$ cat config.mk
export PLATFORM = sky130hd
export DESIGN_NAME = spike_history
export DESIGN_NICKNAME = d
export VERILOG_FILES = /design/src/rtl/snn_pkg.sv /design/src/rtl/spike_fifo.sv /design/src/rtl/spike_history.sv
export SDC_FILE = /design/constraint.sdc
export NUM_CORES = 1
export LEC_CHECK = 0
export CORE_MARGIN = 8
export CORE_UTILIZATION = 57
export CTS_CLUSTER_SIZE = 24
export DETAILED_ROUTE_END_ITERATION = 12
export PLACE_DENSITY = 0.87
export SETUP_SLACK_MARGIN = 0.4
export SYNTH_ARGS = -nofsm -noshare
export SYNTH_HDL_FRONTEND = slang
export SYNTH_SLANG_ARGS = --single-unit
$ cat constraint.sdc
create_clock -name aclk -period 4.6 [get_ports aclk]
set_clock_uncertainty 0.2 [all_clocks]
set_input_delay 0.92 -clock aclk [delete_from_list [all_inputs] [get_ports aclk]]
set_output_delay 0.92 -clock aclk [all_outputs]
set_load 0.02 [all_outputs]
$ cat src/rtl/snn_pkg.sv
// Shared types and constants for the spike-history datapath.
package snn_pkg;

  localparam int SNN_N            = 8;
  localparam int SNN_TS_W         = 16;
  localparam int SPIKE_DROP_CNT_W = 8;

  // The record layout {step, spikes}. Blocks with non-default widths build the same layout by concatenation.
  typedef struct packed {
    logic [SNN_TS_W-1:0] step;
    logic [SNN_N-1:0]    spikes;
  } spike_rec_t;

  function automatic logic [SPIKE_DROP_CNT_W-1:0] sat_inc(
    input logic [SPIKE_DROP_CNT_W-1:0] v
  );
    return (&v) ? v : v + 1'b1;
  endfunction

endpackage

$ cat src/rtl/spike_fifo.sv
// Synchronous first-word-fall-through FIFO: the head record is visible on rdata whenever valid is high.
module spike_fifo
  import snn_pkg::*;
#(
  parameter int WIDTH = 24,
  parameter int DEPTH = 8
) (
  input  logic             clk,
  input  logic             rst_n,
  input  logic             push,
  input  logic [WIDTH-1:0] wdata,
  input  logic             pop,
  output logic [WIDTH-1:0] rdata,
  output logic             valid,
  output logic             full,
  output logic             empty
);

  localparam int AW = $clog2(DEPTH);

  logic [WIDTH-1:0] mem_q [DEPTH];
  logic [AW-1:0]    wr_ptr_q, rd_ptr_q;
  logic [AW:0]      count_q;
  logic             do_push, do_pop;

  assign empty   = (count_q == '0);
  assign full    = (count_q == (AW+1)'(DEPTH));
  assign valid   = ~empty;
  assign do_pop  = pop & ~empty;
  // When full, a push is only taken if the head leaves on the same edge.
  assign do_push = push & (~full | do_pop);
  assign rdata   = empty ? '0 : mem_q[rd_ptr_q];

  always_ff @(posedge clk or negedge rst_n) begin
    if (!rst_n) begin
      wr_ptr_q <= '0;
      rd_ptr_q <= '0;
      count_q  <= '0;
    end else begin
      if (do_push) wr_ptr_q <= wr_ptr_q + 1'b1;
      if (do_pop)  rd_ptr_q <= rd_ptr_q + 1'b1;
      unique case ({do_push, do_pop})
        2'b10:   count_q <= count_q + 1'b1;
        2'b01:   count_q <= count_q - 1'b1;
        default: count_q <= count_q;
      endcase
    end
  end

  // NOTE: storage has no reset; stale words are never observable because rdata is masked while empty.
  always_ff @(posedge clk) begin
    if (do_push) mem_q[wr_ptr_q] <= wdata;
  end

endmodule

$ cat src/rtl/spike_history.sv
// Per-time-step spike history shift register, step counter and raster stream export.
// Build option SPIKE_HISTORY_SKIP_ZERO_EN: all-zero spike vectors push no raster record.
module spike_history
  import snn_pkg::*;
#(
  parameter int T     = 4,
  parameter int N     = 8,
  parameter int DEPTH = 8,
  parameter int TS_W  = 16
) (
  input  logic                        aclk,
  input  logic                        aresetn,
  input  logic [N-1:0]                spike,
  input  logic                        time_step,
  output logic [N-1:0]                spike_hist [T-1:0],
  output logic [TS_W-1:0]             step_count,
  output logic [TS_W+N-1:0]           m_tdata,
  output logic                        m_tvalid,
  input  logic                        m_tready,
  output logic                        overflow,
  output logic [SPIKE_DROP_CNT_W-1:0] drop_count
);

  logic [N-1:0]                hist_q [T-1:0];
  logic [TS_W-1:0]             step_q;
  logic                        overflow_q;
  logic [SPIKE_DROP_CNT_W-1:0] drop_q;

  logic push_req, fifo_push, fifo_pop, fifo_full, fifo_empty, drop;

`ifdef SPIKE_HISTORY_SKIP_ZERO_EN
  assign push_req = time_step & (|spike);
`else
  assign push_req = time_step;
`endif

  assign fifo_pop  = m_tready & ~fifo_empty;
  assign drop      = push_req & fifo_full & ~fifo_pop;
  assign fifo_push = push_req & ~drop;

  spike_fifo #(
    .WIDTH (TS_W + N),
    .DEPTH (DEPTH)
  ) u_fifo (
    .clk   (aclk),
    .rst_n (aresetn),
    .push  (fifo_push),
    .wdata ({step_q, spike}),
    .pop   (m_tready),
    .rdata (m_tdata),
    .valid (m_tvalid),
    .full  (fifo_full),
    .empty (fifo_empty)
  );

  // NOTE: non-blocking assignments let every stage sample the previous stage's old value on the same edge.
  always_ff @(posedge aclk or negedge aresetn) begin
    if (!aresetn) begin
      for (int k = 0; k < T; k++) hist_q[k] <= '0;
      step_q <= '0;
    end else if (time_step) begin
      hist_q[0] <= spike;
      for (int k = 1; k < T; k++) hist_q[k] <= hist_q[k-1];
      step_q <= step_q + 1'b1;
    end
  end

  always_ff @(posedge aclk or negedge aresetn) begin
    if (!aresetn) begin
      overflow_q <= 1'b0;
      drop_q     <= '0;
    end else if (drop) begin
      overflow_q <= 1'b1;
      drop_q     <= sat_inc(drop_q);
    end
  end

  assign spike_hist = hist_q;
  assign step_count = step_q;
  assign overflow   = overflow_q;
  assign drop_count = drop_q;

endmodule

=== Word level (Yosys, flattened, before mapping) ===
Memory sizes are Yosys's and may differ from the RTL's.
Index checks and enable logic that the tools add are counted.

* Multiplexer cells: 4
* Equality and inequality tests: 3
* Reduce and logical (&&, ||, !) cells: 4
* Add/subtract/negate cells: 6
* Bitwise gates (word level): 11

{| class="wikitable"
|+ Operator list
! kind !! count
|-
| $mux 24 || 1
|-
| $add 16x1->16 const B || 1
|-
| $add 8x1->8 const B || 1
|-
| $pmux 4 s2 || 1
|-
| $reduce_and 8->1 || 1
|-
| $add 3x1->3 const B || 2
|-
| $and 1x1->1 || 5
|-
| $not 1->1 || 5
|-
| $add 4x1->4 const B || 1
|-
| $eq 4x4->1 const B || 1
|-
| $logic_not 4->1 || 1
|-
| $sub 4x1->4 const B || 1
|-
| $eq 2x1->1 const B || 1
|-
| $eq 2x2->1 const B || 1
|-
| $mux 1 || 2
|-
| $reduce_and 2->1 || 1
|-
| $reduce_bool 2->1 || 1
|-
| $or 1x1->1 || 1
|}

* Logic and storage cells: 39
* Memories kept: 1
* Output and inout bits: 82
* Input bits: 12
* Flip-flop bits (word level): 67
* Bits in writable memories: 192

{| class="wikitable"
|+ Memories
! name !! words !! bits a word !! read ports !! clocked after Yosys merged registers in !! wr ports !! line !! source
|-
| u_fifo.mem_q || 8 || 24 || 1 || 0 || 1 || spike_fifo.sv:21 || <nowiki>logic [WIDTH-1:0] mem_q [DEPTH];</nowiki>
|}

=== Logic depth before layout (Yosys ltp) ===
Gate-level depths: netlist of the first run.

* Depth after elaboration: 10
* Gate-level depth with buffers: 11
* Depth with buffers taken out: 10

=== Modules after synthesis ===
Synthesis of the first run repeated with hierarchy kept, for this count alone.

* Cell total of the unflattened synthesis: 552
* Area total of the unflattened synthesis: 10358.7 um^2

{| class="wikitable"
|+ Modules (own cells, without submodules)
! module !! instances !! sequential area each (um^2) !! cells each !! area each (um^2)
|-
| spike_fifo || 1 || 6015.8 || 385 || 8011.4
|-
| spike_history || 1 || 1426.4 || 167 || 2347.3
|}

=== Worst setup path before layout of the first run ===
Ideal clock, no wire load.

* Path kind: input -> register
* From: input time_step
* To: memory u_fifo.mem_q[0][0] (enable)
* Data arrival time: 3.752 ns
* Data required time: 3.934 ns
* Path slack: 0.182 ns
* Buffers on the path: 1
* Stages on the path: 3
* Library setup time: 0.466 ns
* Cells stage by stage: clkbuf_1 -> o41ai_1 -> nor4_1

* Word-level cells in the longest chain between the ends: 7

{| class="wikitable"
|+ Ends and longest elaborated chain
! item !! line !! source
|-
| from (decl) || spike_history.sv:14 || <nowiki>input logic time_step,</nowiki>
|-
| $and 1x1->1 (2 in series) || spike_history.sv:38 || <nowiki>assign drop = push_req & fifo_full & ~fifo_pop;</nowiki>
|-
| $not 1->1 || spike_history.sv:39 || <nowiki>assign fifo_push = push_req & ~drop;</nowiki>
|-
| $and 1x1->1 (*) || spike_history.sv:39 ||
|-
| $and 1x1->1 (*) || spike_fifo.sv:31 || <nowiki>assign do_push = push & (~full | do_pop);</nowiki>
|-
| $mux 1 (*) || spike_fifo.sv:52 || <nowiki>if (do_push) mem_q[wr_ptr_q] <= wdata;</nowiki>
|-
| $mux 1 (implied by the code) (*) || spike_fifo.sv:52 ||
|-
| to (decl) || spike_fifo.sv:21 ||
|}

Mark *: on every way between the ends. The rest lies on a longest branch, timed or not.

=== Worst setup path after layout of the first run ===
* From: register u_fifo.rd_ptr_q[0]
* To: output m_tdata[1]

* Word-level cells in the longest chain between the ends: 2

{| class="wikitable"
|+ Ends and longest elaborated chain
! item !! line !! source
|-
| from (decl) || spike_fifo.sv:22 || <nowiki>logic [AW-1:0] wr_ptr_q, rd_ptr_q;</nowiki>
|-
| from (signal assigned) || spike_fifo.sv:41 || <nowiki>if (do_pop) rd_ptr_q <= rd_ptr_q + 1'b1;</nowiki>
|-
| $mem_v2 8x24 || -- ||
|-
| $mux 24 || spike_fifo.sv:32 || <nowiki>assign rdata = empty ? '0 : mem_q[rd_ptr_q];</nowiki>
|-
| to (decl) || spike_history.sv:17 || <nowiki>output logic [TS_W+N-1:0] m_tdata,</nowiki>
|}

No other way between the ends.

==> flow_metrics.py, run 1 <==
metrics = {
    "placed_design": {
        "gp_congestion": 0.788,
        "place_ws_ns": 0.794,
        "dp.final_hpwl_mm": 12.9,
        "dpl_cell_area_um2": 11600,
        "io_buffers": 93,
    },
    "floorplanning": {
        "start_util_pct": 57.6,
        "die_w_um": 150,
        "rows": 49,
        "die_y_um": 150,
        "io_pins": 94,
        "core_um2": 17800,
        "dieArea_um2": 22600,
    },
    "drt": {
        "wire_per_inst_um": 22.9,
        "ant_nets": 0,
        "vias": 5807,
        "drt_iter0_drc": 452,
        "drtPass1Iterations": 5,
        "drc": 0,
        "wl_mm": 22.0,
        "vias_per_cell": 6.04,
    },
    "critical_path": {
        "crit_path_end_kind": "primary output",
        "path_max_fanout": 14,
        "path_delay_family": "buffers and inverters",
        "start_kind": "flop",
        "cp_slowest_stage_delay_ns": 0.63,
        "cp.arrival_ns": 2.85,
        "required_ns": 3.48,
        "crit_type": "reg -> out",
        "cpMaxStageDelayCell": "nor2b_2",
        "crit_buf_inv": 2,
        "path_cells": "nor2b_2 -> buf_4 -> a221o_1 -> a221oi_1 -> clkdlybuf4s50_1",
    },
    "final_layout": {
        "drive_above_1_share_pct": 16.5,
        "nets": 731,
        "area_delta_synth_final_pct": 21.8,
        "diodes": 0,
        "nFillCells": 1061,
        "finish.instance_area_um2": 12500,
    },
    "clocking": {
        "cts_hold_buf": 0,
        "cts_tree": "yes",
        "numCtsBuffers": 25,
        "clk_latency_ns": 0.51,
        "clkTransAtPathRegs_ns": 0.06,
        "clockRootBuffer": "clkbuf_16",
        "htreeDepth": 1,
        "clock_sinks": 259,
        "clock_path_buffers": 3,
    },
    "pwr": {
        "powerDensity_nw_per_um2": 671,
        "p_leak_nw": 4.74,
        "peakVddDrop_v": 0.000536,
    },
    "sta": {
        "fmaxAchievable_mhz": 252,
        "hold_slack_ns": 0.279,
        "maxSlewHeadroom_pct": 39.3,
        "maxSlewViolCount": 0,
        "finalSetupTns_ns": 0,
        "period_needed_ns": 3.97,
        "rsz0062_at_grt": "no",
        "finalSetupViolCount": 0,
        "hold_violations": 0,
        "worstMarginPinSlew_ns": 0.911,
        "worst_slack_ns": 0.629,
        "post-route-period-util_pct": 86.3,
    },
    "yosys": {
        "synth_cells": 606,
        "synth_common_cells": "edfxtp_1 (192), mux2i_1 (98), dfrtp_1 (67)",
        "synth-simple-area-share_pct": 4.44,
        "synth_compound_area_share_pct": 5.21,
        "synth_top_area_cell": "edfxtp_1",
        "async_flop_share_pct": 25.9,
        "syn-cell-area_um2": 10300,
        "ys_types": 38,
        "synth_area_leaders": "edfxtp_1 (56%), dfrtp_1 (16%), mux2i_1 (9.5%)",
        "synth_top_family_by_area": "multiplexers",
        "syn_avg_cell_area_um2": 17.0,
        "synth_most_common_cell": "edfxtp_1",
        "synth_fa_ha_area_share_pct": 0.609,
        "synth_nets": 623,
        "synthMuxAreaShare_pct": 13.7,
        "yosysTopAreaCellShare_pct": 56.1,
        "synth_seq_cells": 259,
        "synth_edf_count": 192,
        "yosys_warnings": 0,
        "synth_sequential_area_ratio_pct": 72.4,
        "synth-xor-area-share_pct": 2.04,
        "synthFlopType": "edfxtp_1",
    },
    "global_routing": {
        "grt_use_met3_pct": 3.97,
        "grt_busiest_layer": "met2",
        "grt_max_degree": 37,
        "globalRouteOverflowTotal": 0,
        "grtUsageMet2_pct": 33.1,
        "grt_pass1_wl_mm": 33.7,
        "antenna_found_initial": 0,
        "gr-usage-met1_pct": 24.2,
        "grt_pass1_vias": 6125,
        "grt_usage_pct": 19.3,
    },
    "outcome": {
        "status": "complete, no violations",
    },
    "min_path": {
        "hold_class": "reg -> reg",
    },
    "job": {
        "cap_violations": 0,
    },
}
-- path summary, 6_finish.rpt --
kind,startpoint,end,slack (ns),depth (start not counted)
min in group asynchronous,aresetn,step_count[14],0.33,1
setup / recovery,u_fifo.rd_ptr_q[0],m_tdata[1],0.63,5
max in group asynchronous,aresetn,spike_hist[5],2.92,2
setup reg to reg,u_fifo.count_q[0],u_fifo.count_q[2],1.36,10
hold / removal,overflow,overflow,0.28,1
hold reg to reg,overflow,overflow,0.28,1
-- what timing repair did --
item	in CTS	in global routing
setup buffers	1	1
endpoints found under the setup margin	15	4
pin swaps	0	0
gates resized for setup	1	0
-- per-stage QoR --
step	total power [mW]	utilization, %	std cells
6_report	8.40	70.2	962
5_1_grt	8.73	70.2	962
4_1_cts	8.42	70.1	961
3_5_place_dp	6.15	64.8	914
3_3_place_gp	6.04	64.8	914
2_1_floorplan	4.94	-	606
-- layout make-up --
type / instances / area [µm²] / share of cell area, %
well taps: 229 / 287 / 2.29
clock buffers: 32 / 737 / 5.89
clock inverters: 14 / 185 / 1.48
repair buffers: 116 / 1130 / 9.00
flip-flops and latches: 259 / 7450 / 59.5
multi-input cells: 310 / 2730 / 21.8
inverters: 2 / 7.51 / 0.0600
-- logic make-up (layout without fill, tap and decap cells) --
| logic type | Yosys count | after routing |
|---|---|---|
| multiplexers | 136 | 136 |
| flip-flops | 259 | 259 |
| AO/OA/AOI/OAI | 61 | 61 |
| XOR/XNOR | 24 | 24 |
| buffers and inverters | 37 | 164 |
| adder cells (fa/ha/maj) | 5 | 5 |
| AND/OR/NAND/NOR | 84 | 84 |
-- report_power, final --
group,switching [mW],internal (mW),leakage [nW]
combinational,1.57,1.31,1.65
clock,0.854,1.36,0.446
sequential,0.344,2.95,2.65
total,2.77,5.63,4.74
-- flip-flops by register name, summed over array words and instances, names as in the netlist --
register	cells
u_fifo.mem_q	192
overflow	1
u_fifo.rd_ptr_q	3
spike_hist	32
drop_count	8
u_fifo.wr_ptr_q	3
step_count	16
u_fifo.count_q	4
-- cell usage in the layout, fill, tap and decap left out, types with 4 or more instances in the layout --
cell type        count
a221oi_1            24
nand4_1              6
nand2_1             19
ha_1                 5
mux2i_1             98
nor3_2               4
clkbuf_16           29
clkdlybuf4s50_1     91
nor2_1              14
nand2b_1             7
xor2_1              11
nand3_1              9
clkinv_2             5
nor3_1               6
edfxtp_1           192
mux2_2              37
bufinv_16            4
xnor2_1             13
buf_4               20
dfrtp_1             66
a221o_1             24
-- routing by layer --
| layer | vias to the layer above | wire length, µm |
|---|---|---|
| met1 | 2955 | 8750 |
| met2 | 213 | 11300 |
| met5 | - | 0 |
| met4 | 0 | 586 |
| met3 | 47 | 1380 |
| li1 | 2592 | - |
Note: power is estimated with default switching activity, not from simulation.
==> inputs of run 2 (changes only) <==
--- a/config.mk
+++ b/config.mk
@@ -6,10 +6,10 @@
 export NUM_CORES = 1
 export LEC_CHECK = 0
 export CORE_MARGIN = 8
-export CORE_UTILIZATION = 57
+export CORE_UTILIZATION = 30
 export CTS_CLUSTER_SIZE = 24
 export DETAILED_ROUTE_END_ITERATION = 12
-export PLACE_DENSITY = 0.87
+export PLACE_DENSITY = 0.55
 export SETUP_SLACK_MARGIN = 0.4
 export SYNTH_ARGS = -nofsm -noshare
 export SYNTH_HDL_FRONTEND = slang
==> run 2 against run 1 <==
Maximum frequency decreased by 2.8%. Worst setup slack got worse by 0.11 ns. Critical path depth unchanged. Sequential share of layout area decreased by 1.9 points. Cell count increased by 24%. Core utilization decreased by 32 points. Hold slack got worse by 0.0092 ns. Clock power increased by 8%. Count of clock-buffer cells in the layout increased by 11. Power increased by 2.0%. Design area increased by 3.2%.
==> flow_metrics.py, run 2 (synthesis results as in run 1) <==
metrics = {
    "outcome": {
        "status": "complete, no violations",
    },
    "pwr": {
        "p_switching_mw": 2.82,
        "powerDensity_nw_per_um2": 663,
        "p_leak_nw": 4.84,
        "combPwrFrac_pct": 33.5,
        "seqPwrFrac_pct": 38.5,
        "intPower_mw": 5.75,
        "p_clk_share_pct": 28.1,
        "peakVddDrop_v": 0.000341,
        "switching_share_pct": 32.9,
    },
    "drt": {
        "drtPass1Iterations": 4,
        "drc": 0,
        "wl_mm": 23.5,
        "vias_per_cell": 4.74,
        "topRoutingLayerUsed": "met4",
        "vias": 5637,
        "route.met2.wl_mm": 11.3,
        "wl_met1_mm": 10.7,
        "wl_met3_mm": 1.13,
        "drt_iter0_drc": 303,
        "ant_nets": 0,
        "wire_per_inst_um": 19.8,
    },
    "critical_path": {
        "cpMaxStageDelayCell": "clkdlybuf4s50_1",
        "crit_path_end_kind": "primary output",
        "crit_type": "reg -> out",
        "crit_buf_inv": 2,
        "cp_slowest_stage_delay_ns": 0.69,
        "path_delay_family": "buffers and inverters",
        "start_kind": "flop",
        "path_max_fanout": 16,
        "required_ns": 3.48,
        "cp.arrival_ns": 2.96,
        "path_cells": "and2_2 -> buf_4 -> a221o_1 -> a221oi_1 -> clkdlybuf4s50_1",
    },
    "clocking": {
        "clock_path_buffers": 3,
        "cts_tree": "yes",
        "clkTransAtPathRegs_ns": 0.06,
        "htreeDepth": 1,
        "clock_sinks": 259,
        "clk_latency_ns": 0.54,
        "clockRootBuffer": "clkbuf_16",
        "numCtsBuffers": 29,
    },
    "sta": {
        "finalSetupViolCount": 0,
        "post-route-period-util_pct": 88.8,
        "maxSlewHeadroom_pct": 38.1,
        "hold_slack_ns": 0.270,
        "worstMarginPinSlew_ns": 0.929,
        "rsz0062_at_grt": "yes",
        "period_needed_ns": 4.08,
        "finalSetupTns_ns": 0,
        "fmaxAchievable_mhz": 245,
        "hold_violations": 0,
        "maxSlewViolCount": 0,
    },
    "final_layout": {
        "diodes": 0,
        "regMostFlops": "u_fifo.mem_q",
        "final_cell_mix": "edfxtp_1 (192), mux2i_1 (98), clkdlybuf4s50_1 (87)",
        "area_delta_synth_final_pct": 25.7,
        "largest_reg_flops": 192,
        "final_common_cell": "edfxtp_1",
        "nets": 735,
        "drive_above_1_share_pct": 17.0,
    },
    "global_routing": {
        "antenna_found_initial": 0,
        "globalRouteOverflowTotal": 0,
        "grt_usage_pct": 11.3,
        "grt_max_degree": 68,
        "grt_pass1_vias": 5709,
        "grt_pass1_wl_mm": 36.0,
    },
    "floorplanning": {
        "io_pins": 94,
        "die_y_um": 201,
        "die_w_um": 201,
        "core_um2": 33600,
        "dieArea_um2": 40400,
        "start_util_pct": 30.6,
        "rows": 67,
    },
    "min_path": {
        "hold_class": "reg -> reg",
    },
    "placed_design": {
        "io_buffers": 93,
        "gp_congestion": 0.718,
        "dp.final_hpwl_mm": 14.3,
    },
    "job": {
        "cap_violations": 0,
    },
}
==> run 2: final timing paths <==
path / from / endpoint / slack (ns) / depth (start not counted)
max: u_fifo.rd_ptr_q[0] / m_tdata[5] / 0.52 / 5
min: overflow / overflow / 0.27 / 1
max reg2reg: u_fifo.count_q[0] / u_fifo.count_q[2] / 1.51 / 10
min reg2reg: overflow / overflow / 0.27 / 1
max in group asynchronous: aresetn / u_fifo.rd_ptr_q[1] / 3.16 / 1
min in group asynchronous: aresetn / spike_hist[20] / 0.30 / 1
==> run 2: area by class of cell <==
class	instances	area (µm²)
repair buffers	116	1150
well taps	448	561
clock inverters	11	161
clock buffers	43	850
inverters	2	7.51
multi-input cells	310	2740
fillers	3120	20700
flip-flops and latches	259	7450
==> run 2: worst reg2reg max path, cell delays in order (launching register included) <==
cell     delay (ns)
dfrtp_1        0.53
nor4_4         0.30
buf_4          0.38
inv_1          0.18
nand2_1        0.24
nor2_1         0.08
xor2_1         0.15
ha_1           0.22
nor4_1         0.29
mux2_2         0.37
o41ai_1        0.06
==> run 2: timing repair <==
action	in CTS	in global routing
resized for setup	2	4
endpoints found under the setup margin	19	6
hold buffers	0	0
setup buffers	1	0
==> run 2: power groups by stage <==
stage / registers [mW] / clock network, mW / logic [mW]
after floorplan: 3.29 / 0 / 1.65
after global placement: 3.35 / 0 / 2.90
after detailed placement: 3.37 / 0 / 2.89
after CTS: 3.30 / 2.47 / 2.96
after global routing: 3.34 / 2.57 / 3.10
final: 3.29 / 2.40 / 2.87
==> run 2: per-layer routing <==
layer | global-route usage [%] | up-vias
li1 | - | 2609
met1 | 15.1 | 2888
met2 | 18.4 | 108
met3 | 2.51 | 32
met4 | 2.60 | 0
met5 | 0 | -
==> run 2: metrics by stage <==
stage | worst slack (ns) | std cells | area [µm²] | utilization, % | power [mW]
after floorplan | 0.755 | 606 | 10300 | - | 4.94
after global placement | 0.905 | 1134 | 11900 | 35.3 | 6.24
after detailed placement | 0.861 | 1134 | 11900 | 35.3 | 6.26
after CTS | 0.468 | 1189 | 12900 | 38.4 | 8.73
after global routing | 0.374 | 1189 | 12900 | 38.4 | 9.01
final | 0.517 | 1189 | 12900 | 38.4 | 8.56
==> inputs of run 3 (changes only) <==
--- a/config.mk
+++ b/config.mk
@@ -10,6 +10,7 @@
 export CTS_CLUSTER_SIZE = 24
 export DETAILED_ROUTE_END_ITERATION = 12
 export PLACE_DENSITY = 0.55
+export RECOVER_POWER = 25
 export SETUP_SLACK_MARGIN = 0.4
 export SYNTH_ARGS = -nofsm -noshare
 export SYNTH_HDL_FRONTEND = slang
==> run 3 against run 2 <==
Largest cell class unchanged. Wire length barely moved. The run now ends with max-capacitance violations, max-slew violations left. Global-route usage unchanged. Largest power group unchanged. Count of clock-buffer cells in the layout did not move. Critical endpoint unchanged. Maximum frequency is essentially flat. Hold slack about the same. Sequential power hardly changed. Power about the same.
==> flow_metrics.py, run 3 (synthesis results as in run 1) <==
metrics = {
    "outcome": {
        "status": "finished with violations",
        "violations": "max-capacitance violations, max-slew violations",
    },
    "sta": {
        "maxSlewHeadroom_pct": -21.1,
        "worst_slack_ns": 0.516,
        "period_needed_ns": 4.08,
        "post-route-period-util_pct": 88.8,
        "hold_violations": 0,
        "finalSetupTns_ns": 0,
        "fmaxAchievable_mhz": 245,
        "worstMarginPinSlew_ns": 1.82,
        "hold_slack_ns": 0.270,
        "finalSetupViolCount": 0,
        "rsz0062_at_grt": "yes",
        "maxSlewViolCount": 68,
    },
    "floorplanning": {
        "die_y_um": 201,
        "core_um2": 33600,
        "io_pins": 94,
        "die_w_um": 201,
        "start_util_pct": 30.6,
        "rows": 67,
        "dieArea_um2": 40400,
    },
    "final_layout": {
        "diodes": 0,
        "fin_cells": 1189,
        "nFillCells": 3121,
        "area_delta_synth_final_pct": 25.7,
        "largest_reg_flops": 192,
        "final_core_util_pct": 38.4,
        "regMostFlops": "u_fifo.mem_q",
        "final_common_cell": "edfxtp_1",
        "final_cell_mix": "edfxtp_1 (192), mux2i_1 (98), clkdlybuf4s50_1 (85)",
        "drive_above_1_share_pct": 17.0,
        "nets": 735,
    },
    "clocking": {
        "clk_latency_ns": 0.54,
        "cts_tree": "yes",
        "clock_path_buffers": 3,
        "htreeDepth": 1,
        "clock_sinks": 259,
        "numCtsBuffers": 29,
        "clkTransAtPathRegs_ns": 0.06,
        "clockRootBuffer": "clkbuf_16",
        "cts_hold_buf": 0,
    },
    "global_routing": {
        "grt_pass1_wl_mm": 36.0,
        "grt_pass1_vias": 5709,
        "grt_usage_pct": 11.3,
        "grt_max_degree": 68,
        "globalRouteOverflowTotal": 0,
        "antenna_found_initial": 0,
    },
    "critical_path": {
        "cpMaxStageDelayCell": "clkdlybuf4s50_1",
        "cp_slowest_stage_delay_ns": 0.69,
        "cp.arrival_ns": 2.96,
        "crit_type": "reg -> out",
        "path_max_fanout": 16,
        "required_ns": 3.48,
        "path_cells": "and2_2 -> buf_4 -> a221o_1 -> a221oi_1 -> clkdlybuf4s50_1",
        "crit_path_end_kind": "primary output",
        "start_kind": "flop",
    },
    "drt": {
        "route.met2.wl_mm": 11.3,
        "wl_met1_mm": 10.7,
        "drc": 0,
        "topRoutingLayerUsed": "met4",
        "wire_per_inst_um": 19.8,
        "vias_per_cell": 4.73,
        "drt_iter0_drc": 307,
        "drtPass1Iterations": 4,
        "vias": 5626,
        "wl_met3_mm": 1.13,
        "ant_nets": 0,
        "wl_mm": 23.5,
    },
    "pwr": {
        "powerDensity_nw_per_um2": 663,
        "p_leak_nw": 4.84,
        "peakVddDrop_v": 0.000342,
    },
    "placed_design": {
        "gp_congestion": 0.718,
        "place_ws_ns": 0.861,
        "dp.final_hpwl_mm": 14.3,
        "io_buffers": 93,
        "dpl.cell_count": 1134,
    },
    "job": {
        "cap_violations": 1,
    },
    "min_path": {
        "hold_class": "reg -> reg",
    },
}
-- run 3: cell count changes in the layout (fill, tap and decap cells not counted) --
cell,delta
dlygate4sd3_1,+2
buf_4,-1
clkdlybuf4s50_1,-2
clkbuf_2,+1
-- run 3: per-layer routing --
| metal | track usage (%) | up-vias |
|---|---|---|
| met5 | 0 | - |
| met4 | 2.60 | 0 |
| met3 | 2.51 | 32 |
| met2 | 18.4 | 108 |
| met1 | 15.1 | 2877 |
| li1 | - | 2609 |
-- run 3: area by class of cell --
| type | instances | area (µm²) | share of cell area, % |
|---|---|---|---|
| flip-flops and latches | 259 | 7450 | 57.6 |
| multi-input cells | 310 | 2740 | 21.2 |
| repair buffers | 116 | 1150 | 8.92 |
| clock buffers | 43 | 850 | 6.58 |
| well taps | 448 | 561 | 4.34 |
| clock inverters | 11 | 161 | 1.25 |
| inverters | 2 | 7.51 | 0.0581 |
-- run 3: path summary, 6_finish.rpt --
path	slack, ns	end	cells after the start	from
setup reg to reg	1.51	u_fifo.count_q[2]	10	u_fifo.count_q[0]
hold / removal	0.27	overflow	1	overflow
min in group asynchronous	0.65	spike_hist[20]	1	aresetn
setup / recovery	0.52	m_tdata[5]	5	u_fifo.rd_ptr_q[0]
max in group asynchronous	2.20	u_fifo.rd_ptr_q[1]	1	aresetn
hold reg to reg	0.27	overflow	1	overflow
-- run 3: through the flow --
| step | cell area [µm²] | power (mW) |
|---|---|---|
| after floorplan | 10300 | 4.94 |
| after global placement | 11900 | 6.24 |
| after detailed placement | 11900 | 6.26 |
| after CTS | 12900 | 8.73 |
| after global routing | 12900 | 9.01 |
| final | 12900 | 8.56 |
-- run 3: repair_timing --
item / CTS / global route
resized for setup: 2 / 4
buffers inserted: 1 / 0
hold endpoints to repair: 0 / 0
endpoints found under the setup margin: 19 / 6
gates cloned: 0 / 0
-- run 3: power breakdown --
| part | internal (mW) | total (mW) | switching (mW) |
|---|---|---|---|
| combinational | 1.29 | 2.87 | 1.57 |
| clock | 1.50 | 2.40 | 0.906 |
| sequential | 2.95 | 3.29 | 0.339 |
-- run 3: worst max-delay path, delay by kind of cell, from the launching register on --
kind / cells / cell delay, ns
buffers and inverters: 2 / 0.95
AO/OA/AOI/OAI: 2 / 0.57
flip-flops: 1 / 0.48
AND/OR/NAND/NOR: 1 / 0.42
